<file path="src/rtl/hazard_pkg.sv">
package hazard_pkg;

  typedef enum logic [1:0] {
    RUN    = 2'd0,
    LSTALL = 2'd1,
    MWAIT  = 2'd2
  } hz_state_e;

  localparam int unsigned ZERO_REG = 0;

endpackage

</file>
<file path="src/rtl/hazard_reg_match.sv">
module hazard_reg_match
  import hazard_pkg::*;
#(
  parameter int unsigned W = 5
) (
  input  logic         uses,
  input  logic [W-1:0] src,
  input  logic [W-1:0] rd,
  output logic         match
);

  assign match = uses && (src == rd) && (rd != W'(ZERO_REG));

endmodule

</file>
<file path="src/rtl/hazard_stall_controller.sv">
module hazard_stall_controller
  import hazard_pkg::*;
#(
  parameter int unsigned REG_ADDR_W = 5,
  parameter int unsigned LOAD_LAT   = 1,
  parameter int unsigned CNT_W      = 16
) (
  input  logic                  Clk,
  input  logic                  Reset,
  input  logic                  ID_EX_MemRead,
  input  logic                  ID_EX_RegWrite,
  input  logic [REG_ADDR_W-1:0] ID_EX_RegisterRd,
  input  logic                  EX_MEM_MemRead,
  input  logic [REG_ADDR_W-1:0] EX_MEM_RegisterRd,
  input  logic [REG_ADDR_W-1:0] IF_ID_RegisterRs,
  input  logic [REG_ADDR_W-1:0] IF_ID_RegisterRt,
  input  logic                  IF_ID_UsesRs,
  input  logic                  IF_ID_UsesRt,
  input  logic                  IF_ID_Branch,
  input  logic                  BranchTaken,
  input  logic                  Jump,
  input  logic                  MemBusy,
  input  logic                  StatClear,
  output logic                  PCWrite,
  output logic                  IF_ID_Write,
  output logic                  ID_EX_Bubble,
  output logic                  IF_ID_Flush,
  output logic                  PipeFreeze,
  output logic [CNT_W-1:0]      StallCount
);

  localparam int unsigned CW = 3;

  hz_state_e        state_q, state_d;
  hz_state_e        saved_q, saved_d;
  hz_state_e        eff_state;
  logic [CW-1:0]    cnt_q, cnt_d;
  logic [CNT_W-1:0] stall_cnt_q, stall_cnt_d;

  logic m_rs_ex, m_rt_ex, m_rs_mem, m_rt_mem;
  logic lu, bh, stall;

  hazard_reg_match #(.W(REG_ADDR_W)) u_rs_ex (
    .uses (IF_ID_UsesRs), .src (IF_ID_RegisterRs), .rd (ID_EX_RegisterRd), .match (m_rs_ex)
  );
  hazard_reg_match #(.W(REG_ADDR_W)) u_rt_ex (
    .uses (IF_ID_UsesRt), .src (IF_ID_RegisterRt), .rd (ID_EX_RegisterRd), .match (m_rt_ex)
  );
  hazard_reg_match #(.W(REG_ADDR_W)) u_rs_mem (
    .uses (IF_ID_UsesRs), .src (IF_ID_RegisterRs), .rd (EX_MEM_RegisterRd), .match (m_rs_mem)
  );
  hazard_reg_match #(.W(REG_ADDR_W)) u_rt_mem (
    .uses (IF_ID_UsesRt), .src (IF_ID_RegisterRt), .rd (EX_MEM_RegisterRd), .match (m_rt_mem)
  );

  assign lu = ID_EX_MemRead && (m_rs_ex || m_rt_ex);
  assign bh = IF_ID_Branch &&
              ((ID_EX_RegWrite && (m_rs_ex || m_rt_ex)) ||
               (EX_MEM_MemRead && (m_rs_mem || m_rt_mem)));

  always_comb begin
    state_d      = state_q;
    saved_d      = saved_q;
    cnt_d        = cnt_q;
    stall        = 1'b0;
    PCWrite      = 1'b1;
    IF_ID_Write  = 1'b1;
    ID_EX_Bubble = 1'b0;
    IF_ID_Flush  = 1'b0;
    PipeFreeze   = 1'b0;

    // MWAIT with MemBusy low behaves as the saved state in the same cycle,
    // so the freeze lasts exactly as long as MemBusy.
    eff_state = (state_q == MWAIT) ? saved_q : state_q;

    if (MemBusy) begin
      PipeFreeze  = 1'b1;
      PCWrite     = 1'b0;
      IF_ID_Write = 1'b0;
      state_d     = MWAIT;
      saved_d     = (state_q == MWAIT) ? saved_q : state_q;
    end else begin
      state_d = eff_state;
      unique case (eff_state)
        RUN: begin
          if (lu || bh) begin
            stall = 1'b1;
            if (lu && (LOAD_LAT > 1)) begin
              state_d = LSTALL;
              cnt_d   = CW'(LOAD_LAT - 1);
            end
          end else if ((BranchTaken && IF_ID_Branch) || Jump) begin
            IF_ID_Flush = 1'b1;
          end
        end
        LSTALL: begin
          stall = 1'b1;
          cnt_d = cnt_q - CW'(1);
          if (cnt_q == CW'(1)) state_d = RUN;
        end
        default: state_d = RUN;
      endcase
    end

    if (stall) begin
      PCWrite      = 1'b0;
      IF_ID_Write  = 1'b0;
      ID_EX_Bubble = 1'b1;
    end

    stall_cnt_d = stall_cnt_q;
    if (StatClear)                       stall_cnt_d = '0;
    else if (stall && !(&stall_cnt_q))   stall_cnt_d = stall_cnt_q + CNT_W'(1);
  end

  always_ff @(posedge Clk or negedge Reset) begin
    if (!Reset) begin
      state_q     <= RUN;
      saved_q     <= RUN;
      cnt_q       <= '0;
      stall_cnt_q <= '0;
    end else begin
      state_q     <= state_d;
      saved_q     <= saved_d;
      cnt_q       <= cnt_d;
      stall_cnt_q <= stall_cnt_d;
    end
  end

  assign StallCount = stall_cnt_q;

endmodule

</file>
<file path="config.mk">
export PLATFORM = sky130hd
export DESIGN_NAME = hazard_stall_controller
export DESIGN_NICKNAME = d
export VERILOG_FILES = /design/src/rtl/hazard_pkg.sv /design/src/rtl/hazard_reg_match.sv /design/src/rtl/hazard_stall_controller.sv
export SDC_FILE = /design/constraint.sdc
export NUM_CORES = 1
export LEC_CHECK = 0
export CORE_ASPECT_RATIO = 0.8
export CORE_MARGIN = 3
export CORE_UTILIZATION = 30
export CTS_CLUSTER_SIZE = 24
export DETAILED_ROUTE_END_ITERATION = 12
export GPL_ROUTABILITY_DRIVEN = 0
export HOLD_SLACK_MARGIN = 0.03
export PLACE_DENSITY_LB_ADDON = 0.12
export SYNTH_ARGS = -nofsm -noshare
export SYNTH_HDL_FRONTEND = slang
export SYNTH_SLANG_ARGS = --single-unit
</file>
<file path="constraint.sdc">
create_clock -name Clk -period 5.1 [get_ports Clk]
set_input_delay 0.765 -clock Clk [delete_from_list [all_inputs] [get_ports Clk]]
set_output_delay 0.765 -clock Clk [all_outputs]
set_load 0.02 [all_outputs]
</file>
[Word-level counts from Yosys, hierarchy flattened]
Index checks and enable logic that the tools add are counted.
Operators by class
  add/sub/neg operators: 2
  multiplexer cells: 17
  equality and inequality tests: 7
  reductions and logical operators: 26
  bitwise gates (word level): 1
Operators with widths (count)
  $mux 16: 2
  $eq 5x5->1: 4
  $add 16x1->16 const B: 1
  $reduce_and 16->1: 1
  $logic_and 1x1->1: 14
  $mux 1: 10
  $reduce_bool 5->1: 2
  $mux 2: 3
  $logic_or 1x1->1: 5
  $pmux 2 s2: 1
  $eq 3x1->1 const B: 1
  $sub 3x1->3 const B: 1
  $eq 2x1->1 const B: 1
  $eq 2x2->1 const B: 1
  $logic_not 2->1: 1
  $pmux 1 s2: 1
  $reduce_and 2->1: 1
  $reduce_bool 2->1: 1
  $logic_not 1->1: 1
  $not 1->1: 1
Word-level totals
  bits in registers: 23
  input port bits: 32
  word-level logic and storage cells: 57

[Logic depth before layout (Yosys ltp)]
  depth in word-level cells: 14
  mapped depth: 10

[Hierarchy]
A second synthesis with hierarchy kept.
Second synthesis, totals
  cell total of the unflattened synthesis: 173
  area total of the unflattened synthesis: 1565.3 sq um
By module, submodules not included
  hazard_stall_controller: cells an instance 133, area an instance 1285.0 sq um, sequential area each 575.6 sq um, times used 1
  hazard_reg_match: cells an instance 10, area an instance 70.1 sq um, sequential area each 0.0 sq um, times used 4

[Worst setup path after synthesis]
OpenSTA, ideal clock, no wires.
  path kind: input -> output
  start: input EX_MEM_RegisterRd[0]
  end: output PCWrite
  stages on the path: 6
  arrival time: 2461 ps
  path buffers: 1
  required time: 4335 ps
  path slack: 1874 ps
  cells stage by stage: or3_1 > o311a_1 > a221oi_1 > inv_1 > a21oi_1 > buf_4
Between the ends
  word-level cells in the longest chain between the ends: 12
  elaborated cells on any way between the ends: 16
  those cells by class: eq/ne: 2; mux: 4; reduce/logical: 10
Ends and longest elaborated chain
  start: declaration: line hazard_stall_controller.sv:14  | input logic [REG_ADDR_W-1:0] EX_MEM_RegisterRd,
  $eq 5x5->1: line hazard_reg_match.sv:12  | assign match = uses && (src == rd) && (rd != W'(ZERO_REG));
  $logic_and 1x1->1 (2 in a row): line hazard_reg_match.sv:12
  $logic_or 1x1->1 *: line hazard_stall_controller.sv:59  | (EX_MEM_MemRead && (m_rs_mem || m_rt_mem)));
  $logic_and 1x1->1 *: line hazard_stall_controller.sv:59
  $logic_or 1x1->1 *: line hazard_stall_controller.sv:58  | ((ID_EX_RegWrite && (m_rs_ex || m_rt_ex)) ||
  $logic_and 1x1->1 *: line hazard_stall_controller.sv:57  | assign bh = IF_ID_Branch &&
  $logic_or 1x1->1 *: line hazard_stall_controller.sv:86  | if (lu || bh) begin
  $mux 1 *: line hazard_stall_controller.sv:86
  $pmux 1 s2 *: line hazard_stall_controller.sv:84  | unique case (eff_state)
  $mux 1 *: line hazard_stall_controller.sv:76  | if (MemBusy) begin
  $mux 1 *
  end: declaration: line hazard_stall_controller.sv:24  | output logic PCWrite,
Every way passes the cells marked *; elsewhere a longest branch is shown, timed or not.

[Worst setup path after layout]
  start: input EX_MEM_RegisterRd[0]
  end: output PCWrite
Between the ends
  word-level cells in the longest chain between the ends: 12
  elaborated cells on any way between the ends: 16
  those cells by class: eq/ne: 2; mux: 4; reduce/logical: 10
Ends and longest elaborated chain
  $eq 5x5->1: line hazard_reg_match.sv:12
  $logic_and 1x1->1 (2 in a row): line hazard_reg_match.sv:12
  $logic_or 1x1->1 *: line hazard_stall_controller.sv:59
  $logic_and 1x1->1 *: line hazard_stall_controller.sv:59
  $logic_or 1x1->1 *: line hazard_stall_controller.sv:58
  $logic_and 1x1->1 *: line hazard_stall_controller.sv:57
  $logic_or 1x1->1 *: line hazard_stall_controller.sv:86
  $mux 1 *: line hazard_stall_controller.sv:86
  $pmux 1 s2 *: line hazard_stall_controller.sv:84
  $mux 1 *: line hazard_stall_controller.sv:76
  $mux 1 *: line hazard_stall_controller.sv:105  | if (stall) begin
Marked as above.

==> impl_metrics.toml <==
[grt]
grt_max_degree = 24
grt_first_pass_wirelength_mm = 6.47
grt_pass1_vias = 1288
antenna_found_initial = 0
grt.overflow.total = 0
grtUsageTotal_pct = 13.1

[drt]
viasPerCell = 4.79
drt_iter0_drc = 57
via_count = 1350
wl_per_cell_microns = 13.5
detail-route-antenna-nets = 0
drt_first_pass_iters = 4
drc_errors = 0
wirelength_mm = 3.82

[sta]
tightestPinTransition_ns = 1.07
hold_viol_final = 0
hold-worst-slack_ns = 0.477
fin_crit_sh_pct = 78.7
max_slew_margin_pct = 28.7
clock_skew_ns = 0.00209
finalSetupViolations = 0
rsz0062_at_grt = "no"
finalMaxSlewViolations = 0
fin_setup_tns_ns = 0
fin_crit_ns = 4.01
fmax_ghz = 0.249

[logic_synthesis]
synth-edff-count = 0
avgSynthCellArea_sq_um = 9.15
yosysTopAreaCell = "dfrtp_1"
ys_seq_area_share_pct = 36.4
ys_warn_count = 0
syn_inst = 173
synth_top_area_share_pct = 36.4
synth.lib_cells_used.distinct = 42
synth-seq-cells = 23
synth_ff_type = "dfrtp_1"
syn-num-nets = 208
netlist_area_sq_mm = 0.00158
synthTopCellsByArea = "dfrtp_1 36%, xnor2_1 14%, a21oi_1 5.1%"
async_reset_ff_share_pct = 100

[clocking]
cts_resized = 0
cts_buffers = 3
cts-root-buf = "clkbuf_8"
clkSinkCount = 23
clkTransAtPathRegs_ns = 0.08
cts_tree = "built"
cts_max_level = 1
postCtsSetupRepairBufs = 0
cts_hold_buffers = 0
insertion_delay_ns = 0.26
clockBufferDepth = 2

[layout]
final_cell_count_no_fill = 282
multi_input_comb_area_sq_um = 920
nets = 258
syn2layout_area_growth_pct = 37.1
design_area_sq_mm = 0.00217
fin_util_pct = 44.8
seqCellArea_sq_um = 576
drive_gt1_share_pct = 6.31
diodes = 0
nFillCells = 465

[worst_hold_path]
hp-class = "reg2reg"

[setup_path]
crit_top_cell = "clkdlybuf4s50_1"
crit_chain = "clkdlybuf4s50_1 -> or3_1 -> o311a_1 -> a221oi_1 -> inv_1 -> a21oi_1 -> clkdlybuf4s50_1"
path_class = "in2out"
cp.required_ns = 4.34
crit_fanout = 3
cpMaxStageDelayCell = "clkdlybuf4s50_1"
arrival_ns = 3.25
worstSetupEndpointType = "output pin"
start_kind = "input pin"
critical-path-max-stage-delay_ns = 0.65

[run]
drv_cap = 0

[placed_design]
dp_hpwl_mm = 3.13
portBuffers = 52
dpl_cell_area_sq_mm = 0.00212
place_inst = 278

[floorplan]
std_cell_rows = 22
die_x_microns = 87.2
ioPinCount = 53
coreArea_sq_mm = 0.00484
die_y_microns = 71.0
initial_utilization_pct = 32.7
die-area_sq_mm = 0.00619

[pwr]
cellPowerDensity_mw_per_mm2 = 191
ir_drop_v = 0.000169
p_leak_nw = 0.794

[status]
status = "completed"
flip-flops by register name (all words and copies together) (netlist names):
signal	flops
cnt_q	3
StallCount	16
state_q	2
saved_q	2
cell families (layout without fill, tap and decap cells):
| kind of cell | after synthesis | in the layout | share of synthesized area [%] |
|---|---|---|---|
| flops | 23 | 23 | 36.4 |
| buf+inv | 15 | 64 | 5.53 |
| mux | 2 | 2 | 1.58 |
| xor+xnor | 27 | 27 | 14.9 |
| fa+ha+maj | 3 | 3 | 2.37 |
| compound gates | 39 | 39 | 15.7 |
| simple gates | 64 | 64 | 23.6 |
layout by cell type (no fill, tap or decap), types with 2 or more instances in the layout:
cell,netlist,final
a21boi_0,2,2
a21oi_1,16,16
a21oi_2,2,2
clkbuf_8,0,3
clkdlybuf4s50_1,0,52
dfrtp_1,23,23
ha_1,3,3
inv_1,8,8
nand2_1,10,10
nand2b_1,2,2
nand3_1,7,7
nand4_1,9,9
nor2_1,13,13
nor2b_1,2,2
nor3_1,2,2
nor4_2,2,2
o21ai_0,8,8
o22ai_1,2,2
o31ai_1,2,2
or3_1,8,8
or4_1,2,2
xnor2_1,26,26
worst max-delay path: cells and delay by family:
kind | cells | cell delay, ns
AOI/OAI and AO/OA | 3 | 0.86
buffers and inverters | 3 | 1.21
and+or+nand+nor | 1 | 0.41
final timing paths:
kind                                      start              to  slack (ns)  cells after the start
setup / recovery           EX_MEM_RegisterRd[0]         PCWrite        1.09                      7
hold / removal                         cnt_q[2]        cnt_q[2]        0.48                      1
setup reg to reg                  StallCount[0]  StallCount[15]        2.70                      8
hold reg to reg                        cnt_q[2]        cnt_q[2]        0.48                      1
max in group asynchronous                 Reset  StallCount[14]        3.39                      1
min in group asynchronous                 Reset  StallCount[12]        1.07                      1
final cells by class:
type | instances | area share [%]
Tap cell | 60 | 3.46
Sequential cell | 23 | 26.5
Clock inverter | 1 | 0.346
Clock buffer | 3 | 1.90
Timing Repair Buffer | 52 | 24.0
Inverter | 8 | 1.38
Multi-Input combinational cell | 135 | 42.4
per-layer routing:
metal / routed length (microns) / track usage (%) / vias to the layer above
met5: 0 / 0 / -
met4: 10 / 1.53 / 0
met3: 129 / 3.14 / 2
met2: 1730 / 20.1 / 23
met1: 1950 / 19.1 / 602
li1: - / - / 723
stage by stage:
step / total power, mW / setup slack (ns)
global route: 0.442 / 0.914
floorplan: 0.257 / 1.87
CTS: 0.423 / 1.06
finish: 0.415 / 1.09
global placement: 0.303 / 1.08
detailed placement: 0.303 / 1.07
report_power, final:
part	internal (mW)	switching, mW	leakage (nW)	total, mW
registers	0.194	0.00715	0.313	0.202
logic	0.0525	0.0450	0.459	0.0974
clock network	0.0553	0.0609	0.0217	0.116
total	0.302	0.113	0.794	0.415
synth_stat cells, types with 2 or more instances:
cell	number
o21ai_0	8
nor2_1	13
xnor2_1	26
nor2b_1	2
nand3_1	7
o22ai_1	2
o31ai_1	2
dfrtp_1	23
nand2b_1	2
a21oi_1	16
nor4_2	2
a21oi_2	2
nand4_1	9
nand2_1	10
nor3_1	2
or3_1	8
buf_4	2
or4_1	2
inv_1	8
clkbuf_1	2
ha_1	3
a21boi_0	2
No activity file was read; power rests on OpenSTA's default activity.
